===== src/rtl/chunk_line_serializer_pkg.sv =====
// Shared types and constants for the chunk line serializer.
// Holds the FSM state enum, default chunk geometry and line-level constants.
package chunk_line_serializer_pkg;

    localparam int unsigned DEFAULT_CHUNK_W    = 6;
    localparam int unsigned DEFAULT_TAG_W      = 2;
    localparam int unsigned DEFAULT_NUM_CHUNKS = 4;

    localparam logic START_BIT  = 1'b0;
    localparam logic STOP_BIT   = 1'b1;
    localparam logic IDLE_LEVEL = 1'b1;

    // start + tag + data + parity + stop
    localparam int unsigned SYMBOL_BITS = 1 + DEFAULT_TAG_W + DEFAULT_CHUNK_W + 2;

    typedef enum logic [2:0] {
        IDLE,
        START,
        TAG,
        DATA,
        PARITY,
        STOP
    } state_e;

    // Bits needed for a counter running 0..max_count-1 (never narrower than 1).
    function automatic int unsigned counter_width(input int unsigned max_count);
        return (max_count > 1) ? $clog2(max_count) : 1;
    endfunction

endpackage


===== src/rtl/chunk_line_serializer_bit_period_timer.sv =====
// Baud counter: emits a one-cycle bit_tick every BIT_PERIOD cycles while running.
// A restart pulse realigns the count so the next bit lasts a full period.
module bit_period_timer
    import chunk_line_serializer_pkg::*;
#(
    parameter int unsigned BIT_PERIOD = 4
) (
    input  logic clk,
    input  logic reset,
    input  logic restart,
    input  logic run,
    output logic bit_tick
);

    localparam int unsigned CNT_W = counter_width(BIT_PERIOD);
    localparam logic [CNT_W-1:0] LAST = CNT_W'(BIT_PERIOD - 1);

    logic [CNT_W-1:0] cnt_q, cnt_d;

    always_comb begin
        cnt_d = cnt_q;
        if (restart) begin
            cnt_d = '0;
        end else if (run) begin
            cnt_d = (cnt_q == LAST) ? '0 : cnt_q + 1'b1;
        end
    end

    always_ff @(posedge clk) begin
        if (reset) begin
            cnt_q <= '0;
        end else begin
            cnt_q <= cnt_d;
        end
    end

    assign bit_tick = run && (cnt_q == LAST);

endmodule


===== src/rtl/chunk_line_serializer.sv =====
// Serializes one compressed word (four tagged chunks) as four framed symbols on tx_bit.
// Each symbol: start, tag LSB-first, data LSB-first, even parity, stop.
module chunk_line_serializer
    import chunk_line_serializer_pkg::*;
#(
    parameter int unsigned CHUNK_W    = DEFAULT_CHUNK_W,
    parameter int unsigned TAG_W      = DEFAULT_TAG_W,
    parameter int unsigned NUM_CHUNKS = DEFAULT_NUM_CHUNKS,
    parameter int unsigned BIT_PERIOD = 4
) (
    input  logic               clk,
    input  logic               reset,
    input  logic               in_valid,
    output logic               in_ready,
    input  logic [CHUNK_W-1:0] c1,
    input  logic [CHUNK_W-1:0] c2,
    input  logic [CHUNK_W-1:0] c3,
    input  logic [CHUNK_W-1:0] c4,
    input  logic [TAG_W-1:0]   e1,
    input  logic [TAG_W-1:0]   e2,
    input  logic [TAG_W-1:0]   e3,
    input  logic [TAG_W-1:0]   e4,
    output logic               tx_bit,
    output logic               tx_active,
    output logic [1:0]         chunk_idx,
    output logic               frame_done
);

    localparam int unsigned MAX_FIELD = (TAG_W > CHUNK_W) ? TAG_W : CHUNK_W;
    localparam int unsigned BIT_CNT_W = counter_width(MAX_FIELD);

    state_e               state_q, state_d;
    logic [BIT_CNT_W-1:0] bit_cnt_q, bit_cnt_d;
    logic [1:0]           chunk_q, chunk_d;
    logic                 tx_bit_q, tx_bit_d;
    logic                 tx_active_q;
    logic                 done_q, done_d;
    logic                 accept;
    logic                 bit_tick;

    logic [CHUNK_W-1:0] data_in [NUM_CHUNKS];
    logic [TAG_W-1:0]   tag_in  [NUM_CHUNKS];
    logic [CHUNK_W-1:0] data_q  [NUM_CHUNKS];
    logic [TAG_W-1:0]   tag_q   [NUM_CHUNKS];

    assign data_in[0] = c1;
    assign data_in[1] = c2;
    assign data_in[2] = c3;
    assign data_in[3] = c4;
    assign tag_in[0]  = e1;
    assign tag_in[1]  = e2;
    assign tag_in[2]  = e3;
    assign tag_in[3]  = e4;

    assign in_ready = (state_q == IDLE) && !reset;
    assign accept   = in_valid && in_ready;

    bit_period_timer #(
        .BIT_PERIOD(BIT_PERIOD)
    ) u_timer (
        .clk     (clk),
        .reset   (reset),
        .restart (accept),
        .run     (state_q != IDLE),
        .bit_tick(bit_tick)
    );

    always_comb begin
        state_d   = state_q;
        bit_cnt_d = bit_cnt_q;
        chunk_d   = chunk_q;
        done_d    = 1'b0;
        unique case (state_q)
            IDLE: begin
                if (accept) begin
                    state_d   = START;
                    bit_cnt_d = '0;
                    chunk_d   = '0;
                end
            end
            START: begin
                if (bit_tick) begin
                    state_d   = TAG;
                    bit_cnt_d = '0;
                end
            end
            TAG: begin
                if (bit_tick) begin
                    if (bit_cnt_q == BIT_CNT_W'(TAG_W - 1)) begin
                        state_d   = DATA;
                        bit_cnt_d = '0;
                    end else begin
                        bit_cnt_d = bit_cnt_q + 1'b1;
                    end
                end
            end
            DATA: begin
                if (bit_tick) begin
                    if (bit_cnt_q == BIT_CNT_W'(CHUNK_W - 1)) begin
                        state_d   = PARITY;
                        bit_cnt_d = '0;
                    end else begin
                        bit_cnt_d = bit_cnt_q + 1'b1;
                    end
                end
            end
            PARITY: begin
                if (bit_tick) begin
                    state_d = STOP;
                end
            end
            STOP: begin
                if (bit_tick) begin
                    bit_cnt_d = '0;
                    if (chunk_q == 2'(NUM_CHUNKS - 1)) begin
                        state_d = IDLE;
                        chunk_d = '0;
                        done_d  = 1'b1;
                    end else begin
                        state_d = START;
                        chunk_d = chunk_q + 1'b1;
                    end
                end
            end
            default: begin
                state_d = IDLE;
            end
        endcase
    end

    // Line level for the upcoming cycle, so tx_bit stays aligned with state_q.
    logic [CHUNK_W-1:0] cur_data, data_shift;
    logic [TAG_W-1:0]   cur_tag, tag_shift;

    always_comb begin
        cur_data   = data_q[chunk_d];
        cur_tag    = tag_q[chunk_d];
        data_shift = cur_data >> bit_cnt_d;
        tag_shift  = cur_tag >> bit_cnt_d;
        tx_bit_d   = IDLE_LEVEL;
        unique case (state_d)
            START:   tx_bit_d = START_BIT;
            TAG:     tx_bit_d = tag_shift[0];
            DATA:    tx_bit_d = data_shift[0];
            PARITY:  tx_bit_d = ^{cur_tag, cur_data};
            STOP:    tx_bit_d = STOP_BIT;
            default: tx_bit_d = IDLE_LEVEL;
        endcase
    end

    always_ff @(posedge clk) begin
        if (reset) begin
            state_q     <= IDLE;
            bit_cnt_q   <= '0;
            chunk_q     <= '0;
            tx_bit_q    <= IDLE_LEVEL;
            tx_active_q <= 1'b0;
            done_q      <= 1'b0;
        end else begin
            state_q     <= state_d;
            bit_cnt_q   <= bit_cnt_d;
            chunk_q     <= chunk_d;
            tx_bit_q    <= tx_bit_d;
            tx_active_q <= (state_d != IDLE);
            done_q      <= done_d;
        end
    end

    always_ff @(posedge clk) begin
        if (accept) begin
            for (int i = 0; i < NUM_CHUNKS; i++) begin
                data_q[i] <= data_in[i];
                tag_q[i]  <= tag_in[i];
            end
        end
    end

    assign tx_bit     = tx_bit_q;
    assign tx_active  = tx_active_q;
    assign chunk_idx  = chunk_q;
    assign frame_done = done_q;

endmodule


===== config.mk =====
export PLATFORM = sky130hd
export DESIGN_NAME = chunk_line_serializer
export DESIGN_NICKNAME = d
export VERILOG_FILES = /design/src/rtl/chunk_line_serializer_pkg.sv /design/src/rtl/chunk_line_serializer_bit_period_timer.sv /design/src/rtl/chunk_line_serializer.sv
export SDC_FILE = /design/constraint.sdc
export NUM_CORES = 1
export LEC_CHECK = 0
export CAP_MARGIN = 40
export CORE_MARGIN = 8
export CORE_UTILIZATION = 40
export CTS_BUF_LIST = sky130_fd_sc_hd__clkbuf_16
export DETAILED_ROUTE_END_ITERATION = 8
export HOLD_SLACK_MARGIN = 0.08
export SLEW_MARGIN = 20
export SYNTH_ARGS = -nofsm -noshare
export SYNTH_HDL_FRONTEND = slang
export SYNTH_SLANG_ARGS = --single-unit

===== constraint.sdc =====
create_clock -name clk -period 6.09 [get_ports clk]
set_input_delay 1.827 -clock clk [delete_from_list [all_inputs] [get_ports clk]]
set_output_delay 1.827 -clock clk [all_outputs]
set_load 0.005 [all_outputs]

### After elaboration in Yosys (flattened, before gate mapping)

Memory sizes are Yosys's and may differ from the RTL's.
Index checks and enable logic that the tools add are counted.

* reduce and logical (&&, ||, !) cells: 11
* mux-type cells: 26
* shifts and indexed selects: 2
* eq/ne operators: 13
* add/sub/neg operators: 3
* bitwise gates (word level): 2

Operators with widths (number)
* 3-bit two-way mux: 14
* 3-bit one-hot mux with 6 select lines: 1
* 3-bit by 2-bit == test with 1-bit output, second input constant: 4
* 3-bit == test, second input constant: 4
* 3-bit one-hot mux with 4 select lines: 1
* 3-bit by 1-bit == test with 1-bit output, second input constant: 3
* 2-bit two-way mux: 4
* 8-bit parity: 1
* 3-bit nonzero test: 2
* 6-bit by 3-bit right shift with 1-bit output: 1
* 2-bit by 1-bit adder with 2-bit output, second input constant: 2
* 2-bit == test, second input constant: 2
* 1-bit two-way mux: 4
* 1-bit one-hot mux with 4 select lines: 1
* 2-bit one-hot mux with 2 select lines: 1
* 2-bit OR reduction: 2
* 3-bit by 1-bit adder with 3-bit output, second input constant: 1
* 1-bit logical AND: 3
* 3-bit zero test: 1
* 3-bit OR reduction: 1
* 2-bit by 3-bit right shift with 1-bit output: 1
* 1-bit NOT: 2
* 1-bit zero test: 1

* word-level logic and storage cells: 66
* output and inout port bits: 6
* register bits: 13
* memories kept: 2
* input bits: 35
* memory bits (writable): 32

Memories
* data_q: words 4, bits a word 6, rd ports 1, clocked after Yosys merged registers in 0, write ports 4, RTL line chunk_line_serializer.sv:43 `logic [CHUNK_W-1:0] data_q [NUM_CHUNKS];`
* tag_q: words 4, bits a word 2, rd ports 1, clocked after Yosys merged registers in 0, write ports 4, RTL line chunk_line_serializer.sv:44 `logic [TAG_W-1:0] tag_q [NUM_CHUNKS];`

### Longest topological paths before layout

An unclocked memory read counts as a cell.

* depth after elaboration: 8
* mapped depth: 11
* depth with buffers taken out: 10

### Cells and area by module

From an unflattened synthesis, not the netlist that was laid out.

* cells, all modules: 209
* area total of the unflattened synthesis: 2333.5 um2

Modules (own cells, without submodules)
* chunk_line_serializer: cells each 200, times used 1, area each 2232.1 um2
* bit_period_timer: cells each 9, times used 1, area each 101.3 um2

### Worst setup path before layout

No wires, ideal clock.

* path kind: input-to-output
* start: input reset
* end: output in_ready
* buffers on the path: 1
* setup slack: 2094 ps
* arrival: 2169 ps
* cell stages on the path: 2
* path through: clkbuf_1 nor2_1

* longest elaborated chain between the ends: 2

RTL lines
* start: declaration: RTL line chunk_line_serializer.sv:12 `input logic reset,`
* 1-bit zero test: RTL line chunk_line_serializer.sv:55 `assign in_ready = (state_q == IDLE) && !reset;`
* 1-bit logical AND: RTL line chunk_line_serializer.sv:55
* end: declaration: RTL line chunk_line_serializer.sv:14 `output logic in_ready,`

No other way between the ends.

### Worst setup path in the final report

Same ends and word-level chain as after synthesis.

==> results.md <==
* FF-to-FF Start: u_timer.cnt_q[0]$_SDFFE_PP0P_
* Initial antenna violation count at 0
* CTS tree: done
* First-pass GRT wire length at between 7 and 8 mm
* Worst endpoint data arrival time at 3.25 ns
* Max Clk Rate at ~0.20 GHz
* Final net count at 258
* Grt ovf at 0
* Top cell type's share of synthesized area at 42.7%
* Most frequent CP cell: clkdlybuf4s50_1
* CP Max Fanout at 16
* Top post-synthesis cells by area: edfxtp_1 43%, dfxtp_1 12%, mux4_2 7.0%
* Die Area at slightly above 8000 um^2
* Post-synth top flop: edfxtp_1
* Lkg Pwr at between 0.9 and 1 nW
* Yosys cell types at 51
* Mean area per synthesized cell at between 10 and 15 um^2
* Critical Path Sink Type: output pin
* CP Class: in -> out
* PD cells at about 230 nW/um^2
* Initial Util at roughly two fifths
* Ys Warns at 0
* DRT Wirelength at ~4.5 mm
* Worst-path clk slew at about 0.060 ns
* Die width at 91.0 um
* Boundary pin count at 41
* Wire length per cell at about 15 um
* Status: finished clean
* Final setup viols at 0
* Post-route DRC at 0
* Dpl hpwl at around 3.4 mm
* Worst path cell trace: clkdlybuf4s50_1 > nor2_1 > clkdlybuf4s50_1
* Worst-skew pair later-pin latency at around 0.28 ns
* Total GRT Usage at a little over a tenth
* Root buffer cell: clkbuf_16
* Seq cells post-synth at 45
* Final Critical Period at roughly 5.1 ns
* Area leader, netlist: edfxtp_1
* Mapped Nets at about 220
* Pin count of the biggest net entering global routing at 33
* Commonest non-fill, non-tap cell in the layout: clkdlybuf4s50_1
* FILL cells at approximately 500
* Post-CTS resize count at 0
* Setup TNS at 0 ns
* CTS max path bufs at 2
* Final GP Congestion at about 0.73
* Post-synth ARST share at 0%
* # H-tree levels at 2
* CP Launch Point: reset
* Hold/Removal Path Class: reg -> reg
* Cts hold-fix bufs at 0
* Number of DRC markers in iteration 0 at just over 70
* Post-route clock skew at just over 0.003 ns
* Hold_sp: u_timer.cnt_q[0]$_SDFFE_PP0P_
* Netlist Area Pre-Place at roughly 2200 um^2
* Sink Count at between 40 and 50
* Worst slew margin at approximately three fifths
* WHS at between 0.5 and 0.6 ns
* Max VDD drop at 147 uV
* Total Power at between 0.6 and 0.7 mW
* Num rows at 27
* Max Slew Vio Count at 0
* Endpoints failing hold at 0
* CP max-delay cell: clkdlybuf4s50_1
* Sequential area share after synthesis at ~54%
* Die Y at a little over 90 um
* Antenna Cells at 0
* Slowest stage delay, CP at 0.70 ns
* Vias in the first global route at about 1600
* Post-synth EDFFs at 32
* PortBufs at 40
* Antenna Nets Post-Route at 0
* Post-Syn Instances at around 180
* Req. time, crit path at roughly 4.3 ns
* Crit start category: input pin
* TritonRoute pass-1 iters at 4
* Vias per cell at 5.26
* Max-cap violation count at 0
* Area growth from synthesis to layout at 26.7%
* RSZ-0062 raised after global routing: no
* Commonest non-fill, non-tap cells in the layout: 40 x clkdlybuf4s50_1, 32 x edfxtp_1, 15 x nor2_1
* Tcrit/Tclk final at between 80 and 90%
* Worst-Margin Slew at slightly below 0.6 ns
* Layout cells sized above 1 at between 10% and 20%
* Core area at between 5000 and 6000 um^2
* Setup Buffers After CTS at 0
* Vias at ~1500
* CTS Buf Count at 5
worst paths after layout:
path	end	slack, ns	cells past startpoint
worst max-delay path	in_ready	1.02	3
worst min-delay path	u_timer.cnt_q[0]$_SDFFE_PP0P_	0.58	2
worst max register to register	tx_bit$_SDFF_PP1_	2.99	9
worst min register to register	u_timer.cnt_q[0]$_SDFFE_PP0P_	0.58	2
sequential cells by signal, indices dropped and copies added, names as in the netlist:
name	flops
tag_q	8
tx_bit	1
u_timer.cnt_q	2
tx_active	1
state_q	3
bit_cnt_q	3
frame_done	1
data_q	24
chunk_idx	2
metal layers:
metal  global-route usage [%]  routed length (um)
met3                     3.87                 202
met2                     19.2                2260
met1                     12.1                1930
met5                        0                   0
met4                     3.82                  66
kinds of logic (layout without fill, tap and decap cells):
kind of cell | after synthesis | after routing | synth area share (%)
muxes | 12 | 12 | 9.34
DFF | 45 | 45 | 54.3
and+or+nand+nor | 52 | 52 | 12.9
AOI/OAI and AO/OA | 41 | 41 | 12.7
adders and majority gates | 4 | 4 | 2.22
buffers and inverters | 11 | 52 | 2.17
xor gates and xnor gates | 14 | 14 | 6.40
power by group:
group / switching [mW] / internal (mW)
sequential: 0.00706 / 0.342
clock: 0.102 / 0.148
combinational: 0.0266 / 0.0417
area by class of cell:
class | instances | area [um^2] | share of cell area, %
clock buffers | 5 | 125 | 4.39
inverters | 3 | 11.3 | 0.395
clock inverters | 3 | 12.5 | 0.439
repair buffers | 41 | 408 | 14.3
multi-input cells | 123 | 982 | 34.5
flip-flops and latches | 45 | 1220 | 42.8
well taps | 72 | 90.1 | 3.16
synthesized netlist by cell type, drive strengths merged (2+ instances only):
library cell  number
xor2               6
nand2b             6
clkbuf             7
a21o               2
o21a               2
nor3b              2
edfxtp            32
xnor2              7
o211a              2
dfxtp             13
o31ai              3
mux2i              3
a21oi             10
nor2b              4
nand3              6
nor2              16
nor3               4
nand2              6
a31oi              2
mux4               7
a22oi              3
mux2               2
inv                2
ha                 4
o21ai              8
critical path, delay by kind of cell:
family,cells,cell delay [ns]
buf+inv,2,1.21
simple gates,1,0.20
stage by stage:
step / cell area (um^2) / instances / utilization [%] / setup slack, ns
floorplan: 2250 / 179 / - / 2.09
global placement: 2710 / 284 / 49.6 / 1.04
detailed placement: 2710 / 284 / 49.6 / 1.02
CTS: 2850 / 292 / 52.1 / 1.02
global route: 2850 / 292 / 52.1 / 0.909
finish: 2850 / 292 / 52.1 / 1.02
Power figures use the tool's default switching activity.
